## config.mk

```make
export PLATFORM = sky130hd
export DESIGN_NAME = rec_play_ctrl
export DESIGN_NICKNAME = d
export VERILOG_FILES = /design/src/rtl/rec_play_ctrl.sv
export SDC_FILE = /design/constraint.sdc
export NUM_CORES = 1
export LEC_CHECK = 0
export ABC_AREA = 1
export BUFFER_PORTS_ARGS = -buffer_cell sky130_fd_sc_hd__buf_2
export CAP_MARGIN = 20
export CORE_MARGIN = 3
export CORE_UTILIZATION = 50
export CTS_CLUSTER_SIZE = 14
export DETAILED_ROUTE_END_ITERATION = 7
export PLACE_DENSITY = 0.74
export REMOVE_ABC_BUFFERS = 1
export SYNTH_ARGS = -nofsm -noshare
export SYNTH_HDL_FRONTEND = slang
export SYNTH_SLANG_ARGS = --single-unit
```

## constraint.sdc

```tcl
create_clock -name clk -period 3.5 [get_ports clk]
set_input_delay 0.525 -clock clk [delete_from_list [all_inputs] [get_ports clk]]
set_output_delay 0.525 -clock clk [all_outputs]
set_load 0.01 [all_outputs]
```

## src/rtl/rec_play_ctrl.sv

```systemverilog
// Record/playback sequencer for the board SRAM port: writes ADC samples at rising
// addresses, then replays them on DAC request. Define LOOP_PLAY_EN for looped playback.
module rec_play_ctrl #(
  parameter int ADDR_W     = 18,
  parameter int DATA_W     = 16,
  parameter int ACCESS_CYC = 2
) (
  input  logic              clk,
  input  logic              rst,
  input  logic              record,
  input  logic              play,
  input  logic              stop,
  input  logic [DATA_W-1:0] sample_in,
  input  logic              sample_in_vld,
  input  logic              sample_req,
  output logic [DATA_W-1:0] sample_out,
  output logic              sample_out_vld,
  output logic [ADDR_W-1:0] sram_addr,
  output logic              sram_read,
  output logic              sram_write,
  output logic              sram_record,
  output logic              sram_play,
  output logic [DATA_W-1:0] sram_wdata,
  input  logic [DATA_W-1:0] sram_rdata,
  output logic              busy,
  output logic              full,
  output logic              overrun,
  output logic [ADDR_W:0]   rec_len,
  output logic [2:0]        dbg_state
);

  // Handshake: sample_in_vld / sample_req are single-cycle strobes with no ready;
  // a strobe seen while the matching SRAM access is in flight is dropped and flagged
  // on overrun. sample_out_vld is a single-cycle strobe qualifying sample_out.

  localparam logic [2:0] S_IDLE    = 3'd0;
  localparam logic [2:0] S_REC     = 3'd1;
  localparam logic [2:0] S_REC_WR  = 3'd2;
  localparam logic [2:0] S_PLAY    = 3'd3;
  localparam logic [2:0] S_PLAY_RD = 3'd4;

  localparam int CNT_W = (ACCESS_CYC > 1) ? $clog2(ACCESS_CYC) : 1;
  localparam logic [CNT_W-1:0] CNT_LAST = CNT_W'(ACCESS_CYC - 1);
  localparam logic [CNT_W-1:0] CNT_ONE  = CNT_W'(1);
  localparam logic [ADDR_W:0]  LEN_ONE  = (ADDR_W+1)'(1);

  logic [2:0]        r_state;
  logic [ADDR_W:0]   r_ptr;
  logic [CNT_W-1:0]  r_cnt;
  logic              r_stop_pend;
  logic [ADDR_W-1:0] r_addr;
  logic [DATA_W-1:0] r_wdata;
  logic [DATA_W-1:0] r_sample_out;
  logic              r_sample_vld;
  logic              r_full;
  logic              r_overrun;
  logic [ADDR_W:0]   r_rec_len;

  logic              w_last_cyc;
  logic              w_stop_any;
  logic              w_play_abort;
  logic [ADDR_W:0]   w_ptr_inc;

  assign w_last_cyc = (r_cnt == CNT_LAST);
  assign w_stop_any = stop | r_stop_pend;
  assign w_ptr_inc  = r_ptr + LEN_ONE;

`ifdef LOOP_PLAY_EN
  assign w_play_abort = record;
`else
  assign w_play_abort = 1'b0;
`endif

  always_ff @(posedge clk or posedge rst) begin
    if (rst) begin
      r_state      <= S_IDLE;
      r_ptr        <= '0;
      r_cnt        <= '0;
      r_stop_pend  <= 1'b0;
      r_addr       <= '0;
      r_wdata      <= '0;
      r_sample_out <= '0;
      r_sample_vld <= 1'b0;
      r_full       <= 1'b0;
      r_overrun    <= 1'b0;
      r_rec_len    <= '0;
    end else begin
      r_sample_vld <= 1'b0;
      case (r_state)
        S_IDLE: begin
          r_stop_pend <= 1'b0;
          if (stop) begin
            r_state <= S_IDLE;
          end else if (record) begin
            r_state   <= S_REC;
            r_ptr     <= '0;
            r_rec_len <= '0;
            r_full    <= 1'b0;
            r_overrun <= 1'b0;
          end else if (play && (r_rec_len != '0)) begin
            r_state   <= S_PLAY;
            r_ptr     <= '0;
            r_overrun <= 1'b0;
          end
        end
        S_REC: begin
          if (stop) begin
            r_state <= S_IDLE;
          end else if (sample_in_vld) begin
            r_wdata <= sample_in;
            r_addr  <= r_ptr[ADDR_W-1:0];
            r_cnt   <= '0;
            r_state <= S_REC_WR;
          end
        end
        S_REC_WR: begin
          if (stop)          r_stop_pend <= 1'b1;
          if (sample_in_vld) r_overrun   <= 1'b1;
          if (w_last_cyc) begin
            r_ptr     <= w_ptr_inc;
            r_rec_len <= r_rec_len + LEN_ONE;
            // Top word written: recording ends without wrapping.
            if (&r_addr) begin
              r_full  <= 1'b1;
              r_state <= S_IDLE;
            end else if (w_stop_any) begin
              r_state <= S_IDLE;
            end else begin
              r_state <= S_REC;
            end
          end else begin
            r_cnt <= r_cnt + CNT_ONE;
          end
        end
        S_PLAY: begin
          if (stop || w_play_abort) begin
            r_state <= S_IDLE;
          end else if (sample_req) begin
            r_addr  <= r_ptr[ADDR_W-1:0];
            r_cnt   <= '0;
            r_state <= S_PLAY_RD;
          end
        end
        S_PLAY_RD: begin
          if (stop)       r_stop_pend <= 1'b1;
          if (sample_req) r_overrun   <= 1'b1;
          if (w_last_cyc) begin
            r_sample_out <= sram_rdata;
            r_sample_vld <= 1'b1;
            if (w_ptr_inc == r_rec_len) begin
`ifdef LOOP_PLAY_EN
              r_ptr   <= '0;
              r_state <= (w_stop_any || w_play_abort) ? S_IDLE : S_PLAY;
`else
              r_ptr   <= w_ptr_inc;
              r_state <= S_IDLE;
`endif
            end else begin
              r_ptr   <= w_ptr_inc;
              r_state <= (w_stop_any || w_play_abort) ? S_IDLE : S_PLAY;
            end
          end else begin
            r_cnt <= r_cnt + CNT_ONE;
          end
        end
        default: r_state <= S_IDLE;
      endcase
    end
  end

  // Strobes decode straight from the state register so reset drops them at once.
  assign sram_write     = (r_state == S_REC_WR);
  assign sram_read      = (r_state == S_PLAY_RD);
  assign sram_record    = (r_state == S_REC) || (r_state == S_REC_WR);
  assign sram_play      = (r_state == S_PLAY) || (r_state == S_PLAY_RD);
  assign busy           = (r_state != S_IDLE);
  assign sram_addr      = r_addr;
  assign sram_wdata     = r_wdata;
  assign sample_out     = r_sample_out;
  assign sample_out_vld = r_sample_vld;
  assign full           = r_full;
  assign overrun        = r_overrun;
  assign rec_len        = r_rec_len;
  assign dbg_state      = r_state;

endmodule

```

=== Yosys cells after proc, flatten, opt, wreduce, memory -nomap -nowiden ===
Index checks and enable logic that the tools add are counted.

* Register bits after elaboration: 96
* Output and inout bits: 80

* $add $sub $neg: 3
* Equality and inequality tests: 22
* Mux-type cells: 49
* Bitwise logic cells: 2
* Reductions and logical operators: 23

{| class="wikitable"
|+ Operator list
! kind !! number
|-
| two-way mux 19 bit || 7
|-
| case mux 19 bit (2 select lines) || 2
|-
| two-way mux 18 bit || 4
|-
| adder 19 x 1 -> 19 bit (second input constant) || 2
|-
| case mux 18 bit (2 select lines) || 1
|-
| two-way mux 3 bit || 9
|-
| AND reduction 5 bit || 5
|-
| equality test 19 bit || 1
|-
| two-way mux 1 bit || 19
|-
| nonzero test 19 bit || 1
|-
| AND reduction 18 bit || 1
|-
| inequality test 2 bit (second input constant) || 8
|-
| case mux 3 bit (5 select lines) || 1
|-
| inequality test 2 x 1 -> 1 bit (second input constant) || 5
|-
| inequality test 3 bit (second input constant) || 3
|-
| nonzero test 3 bit || 3
|-
| AND reduction 4 bit || 2
|-
| equality test 3 x 2 -> 1 bit (second input constant) || 2
|-
| case mux 1 bit (3 select lines) || 2
|-
| nonzero test 2 bit || 3
|-
| two-way mux 2 bit || 2
|-
| inequality test 4 bit (second input constant) || 1
|-
| case mux 1 bit (2 select lines) || 2
|-
| AND reduction 2 bit || 2
|-
| 10 further kinds || 11
|}

=== Logic depth before layout (Yosys ltp) ===
* Depth in word-level cells: 6
* Mapped depth: 17
* Mapped depth without buffers: 17

=== Least setup slack after synthesis ===
Ideal clock, no wire load.

* Kind: register -> register
* Start: register r_state[2], in the netlist dbg_state[2]
* End: register r_rec_len[16], in the netlist rec_len[16]
* Setup time: 0.125 ns
* Arrival time: 1.779 ns
* Path slack: 1.596 ns
* Stages on the path, launching flop included: 10
* Buffers on the path: 1
* Clock period less this slack: 1.904 ns
* Path through: dfrtp_1 -> nor3_4 -> inv_2 -> o21ai_2 -> nand2_2 -> buf_6 -> nor3_4 -> nand3_2 -> o31ai_1 -> nor2_1

* Cells in the longest elaborated chain, start to end: 3

{| class="wikitable"
|+ RTL lines
! item !! RTL line !! source
|-
| start: declaration || 47 || <nowiki>logic [2:0] r_state;</nowiki>
|-
| start signal: assignment || 160 || <nowiki>r_state <= (w_stop_any || w_play_abort) ? S_IDLE : S_PLAY;</nowiki>
|-
| equality test 3 x 2 -> 1 bit (*) || n/a ||
|-
| net sram_write || 20 || <nowiki>output logic sram_write,</nowiki>
|-
| inequality test 2 x 1 -> 1 bit (no line) or nonzero test 2 bit (tied branches) || n/a ||
|-
| AND reduction 4 bit (no line) || n/a ||
|-
| end signal: assignment || 121 || <nowiki>r_rec_len <= r_rec_len + LEN_ONE;</nowiki>
|-
| end: declaration || 57 || <nowiki>logic [ADDR_W:0] r_rec_len;</nowiki>
|}

Mark *: on every way through the listed nets, which the timed path passes. The rest lies on a longest branch.
A chain may end at the register's enable or synchronous reset.

=== Worst setup path after layout ===
* Start: register r_state[2], in the netlist dbg_state[2]
* End: register r_ptr[10]

* Cells in the longest elaborated chain, start to end: 4

{| class="wikitable"
|+ RTL lines
! item !! RTL line !! source
|-
| equality test 3 bit or equality test 3 x 2 -> 1 bit (tied branches) || 89 || <nowiki>case (r_state)</nowiki>
|-
| OR reduction 2 bit (no line) || n/a ||
|-
| inequality test 2 x 1 -> 1 bit (no line) or nonzero test 2 bit (tied branches) || n/a ||
|-
| AND reduction 4 bit (no line) || n/a ||
|-
| end signal: assignment || 120 || <nowiki>r_ptr <= w_ptr_inc;</nowiki>
|-
| end signal: assignment || 155 || <nowiki>r_ptr <= w_ptr_inc;</nowiki>
|-
| end signal: assignment || 159 || <nowiki>r_ptr <= w_ptr_inc;</nowiki>
|-
| end: declaration || 48 || <nowiki>logic [ADDR_W:0] r_ptr;</nowiki>
|}

Parallel ways exist; a longest one is shown, timed or not.

==> results.cfg <==
[clock_network]
h-tree-depth = 3
clockRootBuffer = clkbuf_8
cts_hold_buf = 0
cts_buffers = 9
postCtsSetupRepairBufs = 0
tritoncts = done
ctsLongestPathBuffers = 2
post_cts_resized = 0
clkLatencyLatePin_ps = 380
clk_pin_slew_ps = 100
clkSinkCount = 96

[logic_synthesis]
avgSynthCellArea_um2 = 7.73
syn-cell-area_mm2 = 0.00508
synth-seq-cells = 96
seq_area_frac_synth_pct = 47.3
synth-warning-count = 0
ys_types = 41
synth_cells = 657

[power_and_ir_drop]
p_per_area_mw_per_mm2 = 602
ir_drop_uv = 457
leakage_nw = 3.07

[timing]
tightest_slew_ps = 707
rsz0062_at_grt = false
max_freq_ghz = 0.422
fin_skew_ps = 14.2
setup_violations = 0
drv_slew = 0
maxSlewHeadroom_pct = 52.8
hold_viol_final = 0
finalSetupTns_ps = 0
min_period_ps = 2370
post-route-period-util_pct = 67.8

[drt]
antenna_left = 0
drtIter0Drc = 360
wl_per_cell_um = 15.4
vias = 5013
remaining_drc_errors = 0
vias_per_cell = 5.47
wirelength_um = 14100
dr.pass1.iters = 5

[job]
cap_violations = 0

[setup_path]
critPathRequiredTime_ps = 3790
arrival_ps = 2670
path_class = register to register
crit_fanout = 28
startpoint_type = register
worstSetupEndpointType = register

[finish]
finish.net_count = 820
final_util_pct = 61.3
final_common_cell = nand2_1
antenna_cells = 0
mostFrequentLayoutCells = nand2_1 (212), buf_2 (118), dfrtp_1 (96), inv_1 (73), nand3_1 (54)
multiInputGateArea_mm2 = 0.00232
area_delta_synth_final_pct = 18.6
register_area_mm2 = 0.00240
fillers = 935
drive_above_1_share_pct = 22.6

[min_path]
hold_path.class = input port to asynchronous set/reset pin

[global_route]
grt_pass1_vias = 4708
grtUsageTotal_pct = 25.4
grt_max_degree = 97
gr-total-overflow = 0
grt_pass1_wl_um = 22900
antenna_found_initial = 0

[status]
outcome = completed

[die]
dieArea_mm2 = 0.0114
die_h_um = 107
start_util_pct = 51.7
rows = 36
die_x_um = 107
core_mm2 = 0.00982
ios = 119

[place]
place_congestion = 0.993
dp_hpwl_um = 10600
io_buffers = 118
synth_stat cells (all sizes together):
cell	number	area (um^2)
o211ai	1	7.51
a31o	1	8.76
clkinv	2	8.75
a211oi	1	7.51
nor2	57	241
nand3b	2	15.0
o31ai	3	22.5
nand2	215	815
or2	1	6.26
o21bai	1	7.51
and2	1	6.26
a221oi	2	17.5
nor4	2	27.5
a21oi	12	60.1
ha	3	37.5
nor3	20	134
mux2	16	180
nand3	55	280
a31oi	4	25.0
dfrtp	96	2400
buf	6	38.8
o22ai	11	68.8
o2111ai	2	17.5
xor2	1	8.76
o21ai	43	219
clkbuf	6	23.8
nand4	16	100
inv	77	289
where the power goes:
group	internal [mW]	total [mW]	switching (mW)
clock network	0.335	0.745	0.411
registers	1.35	1.51	0.158
logic	0.487	1.37	0.881
stage by stage:
step           cells  hold WS (ps)  instance area, um^2  total power [mW]  setup WS, ps
2_1_floorplan    645           442                 5010              2.34           470
3_3_place_gp     900           451                 5820              2.87          1170
3_5_place_dp     900           454                 5820              2.90          1170
4_1_cts          916           275                 6020              3.64          1140
5_1_grt          916           285                 6020              3.86           800
6_report         916           253                 6020              3.63          1130
cell type report:
class,instances,area share [%]
clock buffers,10,2.12
clock inverters,6,1.16
inverters,79,4.97
multi-input cells,470,38.5
flip-flops and latches,96,39.9
well taps,133,2.77
repair buffers,122,10.5
flip-flops by register name (all words and copies together), names as in the netlist:
name / flops
rec_len: 19
overrun: 1
sample_out_vld: 1
full: 1
sram_addr: 18
sample_out: 16
r_cnt: 1
dbg_state: 3
r_stop_pend: 1
r_ptr: 19
sram_wdata: 16
logic make-up (layout without fill, tap and decap cells):
group	count (synthesis)	in the layout	synth area share (%)
flops	96	96	47.3
fa+ha+maj	3	3	0.740
buf+inv	91	217	7.10
xor+xnor	1	1	0.173
compound gates	81	81	9.10
simple gates	369	369	32.0
mux	16	16	3.55
path summary, 6_finish.rpt:
check | slack, ps | start | cells after the start | endpoint
max in group asynchronous | 2870 | rst | 3 | rec_len[5]$_DFFE_PP0P_
min in group clk | 330 | sram_rdata[7] | 3 | sample_out[7]$_DFFE_PP0P_
max | 1130 | dbg_state[2]$_DFFE_PP0P_ | 8 | r_ptr[10]$_DFFE_PP0P_
min | 250 | rst | 3 | sample_out[3]$_DFFE_PP0P_
max reg2reg | 1130 | dbg_state[2]$_DFFE_PP0P_ | 8 | r_ptr[10]$_DFFE_PP0P_
min reg2reg | 480 | sample_out[4]$_DFFE_PP0P_ | 2 | sample_out[4]$_DFFE_PP0P_
worst max-delay path: stages, from the launching register on:
cell and delay, ps:
dfrtp_1 500, nor3_4 430, nor2_2 120, clkinv_2 210, nor2_2 90, nor3_4 150, buf_4 320, nand2_2 270
o22ai_1 200
per-layer routing:
layer / share of wire, % / routed length [um] / GRT usage [%] / vias to the layer above
met5: 0 / 0 / 0 / -
met4: 2.6 / 369 / 9.13 / 0
met3: 9.8 / 1380 / 6.98 / 31
met2: 45 / 6420 / 39.8 / 254
met1: 42 / 5950 / 34.0 / 2343
li1: - / - / - / 2385
(Power assumes the default switching activity.)
